`src/rtl/mem_port_sched_pkg.sv`:
```
// Shared definitions for the MA/MO data-memory port scheduler: external-access
// state encoding and the access width constants.
package mem_port_sched_pkg;

  localparam int unsigned NarrowW  = 24;
  localparam int unsigned WideW    = 48;
  localparam int unsigned SizeAddr = WideW;

  typedef enum logic [1:0] {
    StIdle = 2'd0,
    StData = 2'd1,
    StResp = 2'd2
  } sched_state_e;

endpackage

```
`src/rtl/mem_sched_starve_ctr.sv`:
```
// Saturating wait counter for a blocked external request, with a registered
// stall that forces an MA bubble so the requester eventually gets a free slot.
module mem_sched_starve_ctr
  import mem_port_sched_pkg::*;
#(
  parameter int unsigned WAIT_MAX = 8,
  parameter int unsigned WAIT_W   = 4
) (
  input  logic clk_i,
  input  logic rst_ni,
  input  logic pend_i,
  input  logic clr_i,
  output logic stall_o
);

  localparam logic [WAIT_W-1:0] CntMax = WAIT_W'(WAIT_MAX);

  logic [WAIT_W-1:0] cnt_q, cnt_d;
  logic              stall_q, stall_d;

  // Stall latches once the limit is hit and holds until the access is served,
  // covering an MA request that was already in flight when it rose.
  always_comb begin
    cnt_d   = cnt_q;
    stall_d = stall_q;
    if (clr_i) begin
      cnt_d   = '0;
      stall_d = 1'b0;
    end else if (pend_i) begin
      if (cnt_q != CntMax) begin
        cnt_d = cnt_q + WAIT_W'(1);
      end
      if (cnt_d == CntMax) begin
        stall_d = 1'b1;
      end
    end
  end

  always_ff @(posedge clk_i) begin
    if (!rst_ni) begin
      cnt_q   <= '0;
      stall_q <= 1'b0;
    end else begin
      cnt_q   <= cnt_d;
      stall_q <= stall_d;
    end
  end

  assign stall_o = stall_q;

endmodule

```
`src/rtl/mem_port_sched.sv`:
```
// Per-cycle port scheduler for the two-port data memory shared by MA and MO,
// slotting one external requester into idle MA/MO slot pairs.
module mem_port_sched
  import mem_port_sched_pkg::*;
#(
  parameter int unsigned ADDR_W   = SizeAddr,
  parameter int unsigned WAIT_MAX = 8,
  parameter int unsigned WAIT_W   = 4
) (
  input  logic              iw_clk,
  input  logic              iw_rst_n,
  input  logic              iw_ma_req,
  output logic              ow_mem_mp,
  output logic              ow_pipe_stall,
  input  logic              iw_ext_req,
  input  logic              iw_ext_we,
  input  logic              iw_ext_is48,
  input  logic [ADDR_W-1:0] iw_ext_addr,
  input  logic [ADDR_W-1:0] iw_ext_wdata,
  output logic              ow_ext_gnt,
  output logic              ow_ext_rvalid,
  output logic [ADDR_W-1:0] ow_ext_rdata,
  output logic              ow_ext_addr_en,
  output logic              ow_ext_port,
  output logic [ADDR_W-1:0] ow_ext_addr,
  output logic              ow_ext_we,
  output logic [ADDR_W-1:0] ow_ext_wdata,
  output logic              ow_ext_is48,
  input  logic [ADDR_W-1:0] iw_mem_rdata0,
  input  logic [ADDR_W-1:0] iw_mem_rdata1
);

  localparam logic [ADDR_W-1:0] NarrowMask = {{(ADDR_W - NarrowW){1'b0}}, {NarrowW{1'b1}}};

  sched_state_e      state_q, state_d;
  logic              mp_q;
  logic              port_q, port_d;
  logic              we_q, we_d;
  logic              is48_q, is48_d;
  logic [ADDR_W-1:0] addr_q, addr_d;
  logic [ADDR_W-1:0] wdata_q, wdata_d;
  logic [ADDR_W-1:0] rdata_q, rdata_d;
  logic [ADDR_W-1:0] rdata_sel;
  logic              ctr_pend, ctr_clr;

  assign rdata_sel = port_q ? iw_mem_rdata1 : iw_mem_rdata0;

  always_comb begin
    state_d        = state_q;
    port_d         = port_q;
    we_d           = we_q;
    is48_d         = is48_q;
    addr_d         = addr_q;
    wdata_d        = wdata_q;
    rdata_d        = rdata_q;
    ow_ext_gnt     = 1'b0;
    ow_ext_addr_en = 1'b0;
    ow_ext_port    = 1'b0;
    ow_ext_addr    = '0;
    ow_ext_we      = 1'b0;
    ow_ext_wdata   = '0;
    ow_ext_is48    = 1'b0;
    ow_ext_rvalid  = 1'b0;
    unique case (state_q)
      StIdle: begin
        // An idle MA slot now means the MO slot on the same port is free next cycle.
        if (iw_ext_req && !iw_ma_req) begin
          ow_ext_gnt     = 1'b1;
          ow_ext_addr_en = 1'b1;
          ow_ext_port    = !mp_q;
          ow_ext_addr    = iw_ext_addr;
          port_d         = !mp_q;
          addr_d         = iw_ext_addr;
          we_d           = iw_ext_we;
          wdata_d        = iw_ext_wdata;
          is48_d         = iw_ext_is48;
          state_d        = StData;
        end
      end
      StData: begin
        ow_ext_port  = port_q;
        ow_ext_addr  = addr_q;
        ow_ext_we    = we_q;
        ow_ext_wdata = wdata_q;
        ow_ext_is48  = is48_q;
        if (we_q) begin
          state_d = StIdle;
        end else begin
          rdata_d = is48_q ? rdata_sel : (rdata_sel & NarrowMask);
          state_d = StResp;
        end
      end
      StResp: begin
        ow_ext_rvalid = 1'b1;
        state_d       = StIdle;
      end
      default: state_d = StIdle;
    endcase
  end

  assign ctr_pend = (state_q == StIdle) && iw_ext_req && iw_ma_req;
  assign ctr_clr  = (state_q == StData) || ((state_q == StIdle) && !iw_ext_req);

  mem_sched_starve_ctr #(
    .WAIT_MAX (WAIT_MAX),
    .WAIT_W   (WAIT_W)
  ) u_starve_ctr (
    .clk_i   (iw_clk),
    .rst_ni  (iw_rst_n),
    .pend_i  (ctr_pend),
    .clr_i   (ctr_clr),
    .stall_o (ow_pipe_stall)
  );

  always_ff @(posedge iw_clk) begin
    if (!iw_rst_n) begin
      state_q <= StIdle;
      mp_q    <= 1'b0;
      port_q  <= 1'b0;
      we_q    <= 1'b0;
      is48_q  <= 1'b0;
      addr_q  <= '0;
      wdata_q <= '0;
      rdata_q <= '0;
    end else begin
      state_q <= state_d;
      mp_q    <= !mp_q;
      port_q  <= port_d;
      we_q    <= we_d;
      is48_q  <= is48_d;
      addr_q  <= addr_d;
      wdata_q <= wdata_d;
      rdata_q <= rdata_d;
    end
  end

  assign ow_mem_mp    = mp_q;
  assign ow_ext_rdata = rdata_q;

endmodule

```
`config.mk`:
```
export PLATFORM = sky130hd
export DESIGN_NAME = mem_port_sched
export DESIGN_NICKNAME = d
export VERILOG_FILES = /design/src/rtl/mem_port_sched_pkg.sv /design/src/rtl/mem_sched_starve_ctr.sv /design/src/rtl/mem_port_sched.sv
export SDC_FILE = /design/constraint.sdc
export NUM_CORES = 1
export LEC_CHECK = 0
export CAP_MARGIN = 30
export CORE_MARGIN = 2
export CORE_UTILIZATION = 40
export CTS_BUF_LIST = sky130_fd_sc_hd__clkbuf_8
export CTS_CLUSTER_DIAMETER = 60
export DETAILED_ROUTE_END_ITERATION = 10
export DONT_BUFFER_PORTS = 1
export SETUP_SLACK_MARGIN = 0.2
export SLEW_MARGIN = 40
export SYNTH_ARGS = -nofsm -noshare
export SYNTH_HDL_FRONTEND = slang
export SYNTH_SLANG_ARGS = --single-unit
```
`constraint.sdc`:
```
create_clock -name iw_clk -period 1.8 [get_ports iw_clk]
set_clock_uncertainty 0.2 [all_clocks]
set_input_delay 0.18 -clock iw_clk [delete_from_list [all_inputs] [get_ports iw_clk]]
set_output_delay 0.18 -clock iw_clk [all_outputs]
set_load 0.02 [all_outputs]
```
* After elaboration in Yosys (flattened, before gate mapping)
Index checks and enable logic that the tools add are counted.
** Operators by class
- $add $sub $neg :: 1
- Equal/unequal tests :: 5
- Muxes and demuxes :: 18
- Bitwise operators :: 2
- Reductions and logical operators :: 13
** Operators with widths (number)
- $mux 48 :: 4
- $pmux 48 s2 :: 1
- $mux 4 :: 3
- $mux 1 :: 6
- $reduce_and 2->1 :: 3
- $add 4x1->4 const B :: 1
- $eq 4x4->1 const B :: 1
- $logic_and 1x1->1 :: 4
- $mux 2 :: 2
- $ne 4x4->1 const B :: 1
- $pmux 2 s2 :: 1
- $logic_not 1->1 :: 3
- $eq 2x1->1 const B :: 1
- $eq 2x2->1 const B :: 1
- $logic_not 2->1 :: 1
- $ne 2x2->1 const B :: 1
- $not 1->1 :: 2
- $pmux 1 s2 :: 1
- $reduce_or 2->1 :: 1
- $logic_or 1x1->1 :: 1
** Word-level totals
- Register bits :: 155
- Input bits :: 198
- Output and inout port bits :: 152
- Logic and storage cells :: 49

* Depth between registers and ports, before layout
- Word-level depth :: 7
- Depth in mapped cells :: 8
- Mapped depth without buffers :: 7

* Hierarchy
A second synthesis with hierarchy kept.
** Second synthesis, totals
- Cell total of the unflattened synthesis :: 793
- Area total of the unflattened synthesis :: 6914.1 um^2
** By module, submodules not included
- mem_port_sched :: instances 1, cells each 760, area an instance 6633.9 um^2, sequential area each 3002.9 um^2
- mem_sched_starve_ctr :: instances 1, cells each 33, area an instance 280.3 um^2, sequential area each 100.1 um^2

* Least setup slack after synthesis
Ideal clock, no wire load.
- Kind :: reg-to-output
- Start :: register state_q[0]
- End :: output port ow_ext_port
- Arrival time :: 1.705 ns
- Required time :: 1.420 ns
- Setup slack :: -0.285 ns
- Cell stages (with the launch flop) :: 7
- Path buffers :: 3
- Cell sequence :: dfxtp_1 -> nand2b_4 -> or3_1 -> buf_2 -> buf_2 -> buf_2 -> o21ai_0
** Between the ends
- Word-level cells in the longest chain between the ends :: 2
- Elaborated cells between the ends (all ways) :: 3
- Classes of those cells :: eq/ne: 1; mux: 1; reduce/logical: 1
** RTL lines
- start: declaration :: RTL line mem_port_sched.sv:35 : sched_state_e state_q, state_d;
- start signal: assignment :: RTL line mem_port_sched.sv:117 : state_q <= StIdle;
- start signal: assignment :: RTL line mem_port_sched.sv:126 : state_q <= state_d;
- $eq 2x1->1 / $logic_not 2->1 (equally long branches) :: RTL line mem_port_sched.sv:64 : unique case (state_q)
- $pmux 1 s2 * :: RTL line mem_port_sched.sv:64
- end: declaration :: RTL line mem_port_sched.sv:24 : output logic ow_ext_port,
Every way passes the cells marked *; elsewhere a longest branch is shown, timed or not.

* Worst setup path in the final report
- Start :: register state_q[0]
- End :: output port ow_ext_addr[25]
** Between the ends
- Word-level cells in the longest chain between the ends :: 2
- Elaborated cells between the ends (all ways) :: 3
- Classes of those cells :: eq/ne: 1; mux: 1; reduce/logical: 1
** RTL lines
- $eq 2x1->1 / $logic_not 2->1 (equally long branches) :: RTL line mem_port_sched.sv:64
- $pmux 48 s2 * :: RTL line mem_port_sched.sv:64
- end: declaration :: RTL line mem_port_sched.sv:25 : output logic [ADDR_W-1:0] ow_ext_addr,
Marks and branches as above.

==> flow_metrics.py <==
metrics = {
    "cells_and_area": {
        "nFillCells": 1445,
        "drive_gt1_share_pct": 31.23,
        "final_nets": 1170,
        "syn_to_final_growth_pct": 45.30,
        "fin_area_mm2": 0.01037,
        "regArea_mm2": 0.003107,
        "multi_input_area_mm2": 0.004429,
        "final_cell_count_no_fill": 1209,
    },
    "placement": {
        "gp_routability_congestion": 0.7765,
        "placed_area_mm2": 0.007473,
        "portBuffers": 0,
        "place_inst": 1055,
        "dpl_worst_slack_ns": -0.06014,
        "dp_hpwl_um": 12750,
    },
    "sta": {
        "max_freq_mhz": 455.5,
        "layout_min_cycle_time_ns": 2.196,
        "drv_slew": 0,
        "final-setup-viol-count": 183,
        "worst_pin_slew_ns": 0.5021,
        "finalHoldViolations": 154,
        "slew_headroom_pct": 66.46,
        "holdWs_ns": -0.3370,
        "rsz0062_at_grt": "yes",
        "setup_tns_ns": -42.76,
        "period_share_pct": 122.0,
        "fin_ws_ns": -0.3955,
    },
    "critical_path": {
        "critical_path_required_ns": 1.42,
        "path_delay_family": "simple AND/OR/NAND/NOR gates",
        "crit_slowest_cell": "or3_4",
        "cp_max_fo": 5,
        "path_cells": "nand2b_4 -> or3_4 -> clkinv_8 -> buf_12 -> clkbuf_16 -> nand2_4 -> nand2_4",
        "worstSetupPathType": "flip-flop to output port",
        "cpPeakStageDelay_ns": 0.37,
        "crit_path_end_kind": "output port",
        "critPathMostFrequentCell": "nand2_4",
        "critPathArrivalTime_ns": 1.82,
        "path_buf_inv": 3,
        "critPathLaunchType": "flip-flop",
    },
    "synthesis": {
        "synth-seq-area-share_pct": 43.46,
        "syn_inst": 877,
        "synth_most_common_cell": "nand2_1",
        "async_reset_ff_share_pct": 0,
        "synth_top_family_by_area": "simple AND/OR/NAND/NOR gates",
        "synth-compound-area-share_pct": 17.05,
        "synth_edf_count": 0,
        "synth_nets": 1077,
        "synthTopCellsByCount": "nand2_1, dfxtp_1, a21boi_1",
        "yosysWarnings": 0,
        "ys_seq_elements": 155,
        "muxShareOfSynthArea_pct": 7.571,
        "synth_top_cell_by_area": "dfxtp_1",
        "synth_flop_cell": "dfxtp_1",
        "syn_area_per_cell_um2": 8.141,
        "yosys.area_share.adder_pct": 0.3505,
        "synthSimpleGateAreaFrac_pct": 25.76,
        "syn_area_mm2": 0.007139,
        "synth_top_cell_area_share_pct": 43.46,
        "synth.distinct_cells": 33,
        "synth-xor-area-share_pct": 0.2454,
        "synthTopCellsByArea": "dfxtp_1, nand2_1, a21boi_1",
    },
    "global_route": {
        "track_usage_pct": 20.65,
        "grt_pass1_vias": 5689,
        "grt_max_degree": 152,
        "antenna_found_initial": 1,
        "grt_pass1_wl_um": 29930,
        "overflow": 0,
    },
    "power_and_ir_drop": {
        "sw_frac_of_total_pct": 27.77,
        "p_int_mw": 5.630,
        "comb_power_share_pct": 16.2,
        "clkPwrFrac_pct": 36.3,
        "p_leak_nw": 4.367,
        "ir_worst_vdd_mv": 0.4291,
        "pwr-share-seq_pct": 47.5,
        "power.density_mw_per_mm2": 751.4,
        "p_sw_mw": 2.165,
    },
    "routing": {
        "wl_per_cell_um": 18.67,
        "ant_nets": 0,
        "drc": 0,
        "first_pass_iters": 5,
        "vias": 6343,
        "wl_um": 22570,
        "first_iter_violations": 321,
        "vias_per_cell": 5.246,
    },
    "floorplanning": {
        "io_pins": 350,
        "core_area_mm2": 0.01736,
        "die_x_um": 137.6,
        "fp.dieH_um": 137.6,
        "start_util_pct": 41.13,
        "dieArea_mm2": 0.01893,
        "rows": 48,
    },
    "clocking": {
        "h-tree-depth": 4,
        "clkSlewWorstSetupHoldPaths_ns": 0.09,
        "cts_buffer_depth": 2,
        "cts.sinks": 155,
        "ctsRootBufferMaster": "clkbuf_8",
        "cts_tree": "yes",
        "cts_buffers": 17,
        "worstSkewPairLatency_ns": 0.45,
    },
    "status": {
        "status": "finished, violations left",
        "violations": "hold timing, setup timing",
    },
    "min_path": {
        "hold_class": "primary input to flip-flop",
    },
    "run": {
        "maxCapViolCount": 0,
    },
}
==> routing by layer <==
layer,track usage [%],vias to the layer above,part of all wire [%]
met1,23.94,2998,39
met2,36.37,250,53
met3,5.298,30,6.5
met4,7.904,0,1.7
li1,-,3065,-
met5,0,-,0
==> worst paths after layout <==
path | startpoint | end | slack (ns) | cells past startpoint
worst min register to register | wdata_q[32] | wdata_q[32] | 0.26 | 2
worst max register to register | state_q[0] | ow_ext_rdata[13] | -0.29 | 11
worst max-delay path | state_q[0] | ow_ext_addr[25] | -0.40 | 7
worst min-delay path | iw_rst_n | port_q | -0.34 | 1
==> sequential cells by signal (all words and copies together) (netlist names) <==
name	flops
ow_ext_rdata	48
addr_q	48
is48_q	1
state_q	2
u_starve_ctr.cnt_q	4
u_starve_ctr.stall_o	1
wdata_q	48
ow_mem_mp	1
port_q	1
we_q	1
==> cell families (layout without fill, tap and decap cells) <==
| logic type | Yosys count | in the layout |
|---|---|---|
| xor+xnor | 2 | 2 |
| buf+inv | 75 | 181 |
| mux | 51 | 51 |
| fa+ha+maj | 2 | 2 |
| compound gates | 155 | 155 |
| other cells | 0 | 1 |
| flops | 155 | 155 |
| simple gates | 437 | 437 |
==> layout by cell type, fill, tap and decap left out, drive strengths merged, types with 4 or more instances in the layout <==
cell type / netlist / routed
a21boi: 122 / 122
and2: 52 / 52
buf: 29 / 73
clkbuf: 42 / 32
dfxtp: 155 / 155
dlygate4sd3: 0 / 59
inv: 3 / 9
mux2: 24 / 24
mux2i: 27 / 27
nand2: 346 / 346
nand3: 24 / 24
nor2: 4 / 4
nor2b: 4 / 4
o211a: 25 / 25
==> final cells by class <==
| cell class | instances | share of cell area, % |
|---|---|---|
| sequential | 155 | 29.95 |
| timing repair buffer | 145 | 20.23 |
| tap | 225 | 2.714 |
| clock buffer | 20 | 2.653 |
| inverter | 4 | 0.2653 |
| multi-input combinational | 647 | 42.70 |
| antenna | 1 | 0.02412 |
| clock inverter | 12 | 1.471 |
==> per-stage QoR <==
step | util, % | power, mW
after floorplan | - | 4.392
after global placement | 43.06 | 4.503
after detailed placement | 43.06 | 4.510
after CTS | 54.19 | 7.679
after global routing | 59.77 | 8.118
final | 59.77 | 7.794
==> power groups by stage <==
stage                     logic (mW)  clock network, mW  registers, mW
after detailed placement       0.740                  0           3.77
after floorplan                0.652                  0           3.74
final                           1.26               2.83           3.70
after global placement         0.736                  0           3.77
after global routing            1.35               3.05           3.72
after CTS                       1.06               2.93           3.69
==> timing repair <==
action	CTS	global route
pin swaps	41	69
hold endpoints to repair	155	154
setup endpoints to repair	251	255
resized for setup	167	131
cloned	13	16
hold buffers	55	4
setup buffers	25	8
Power figures use the tool's default switching activity.
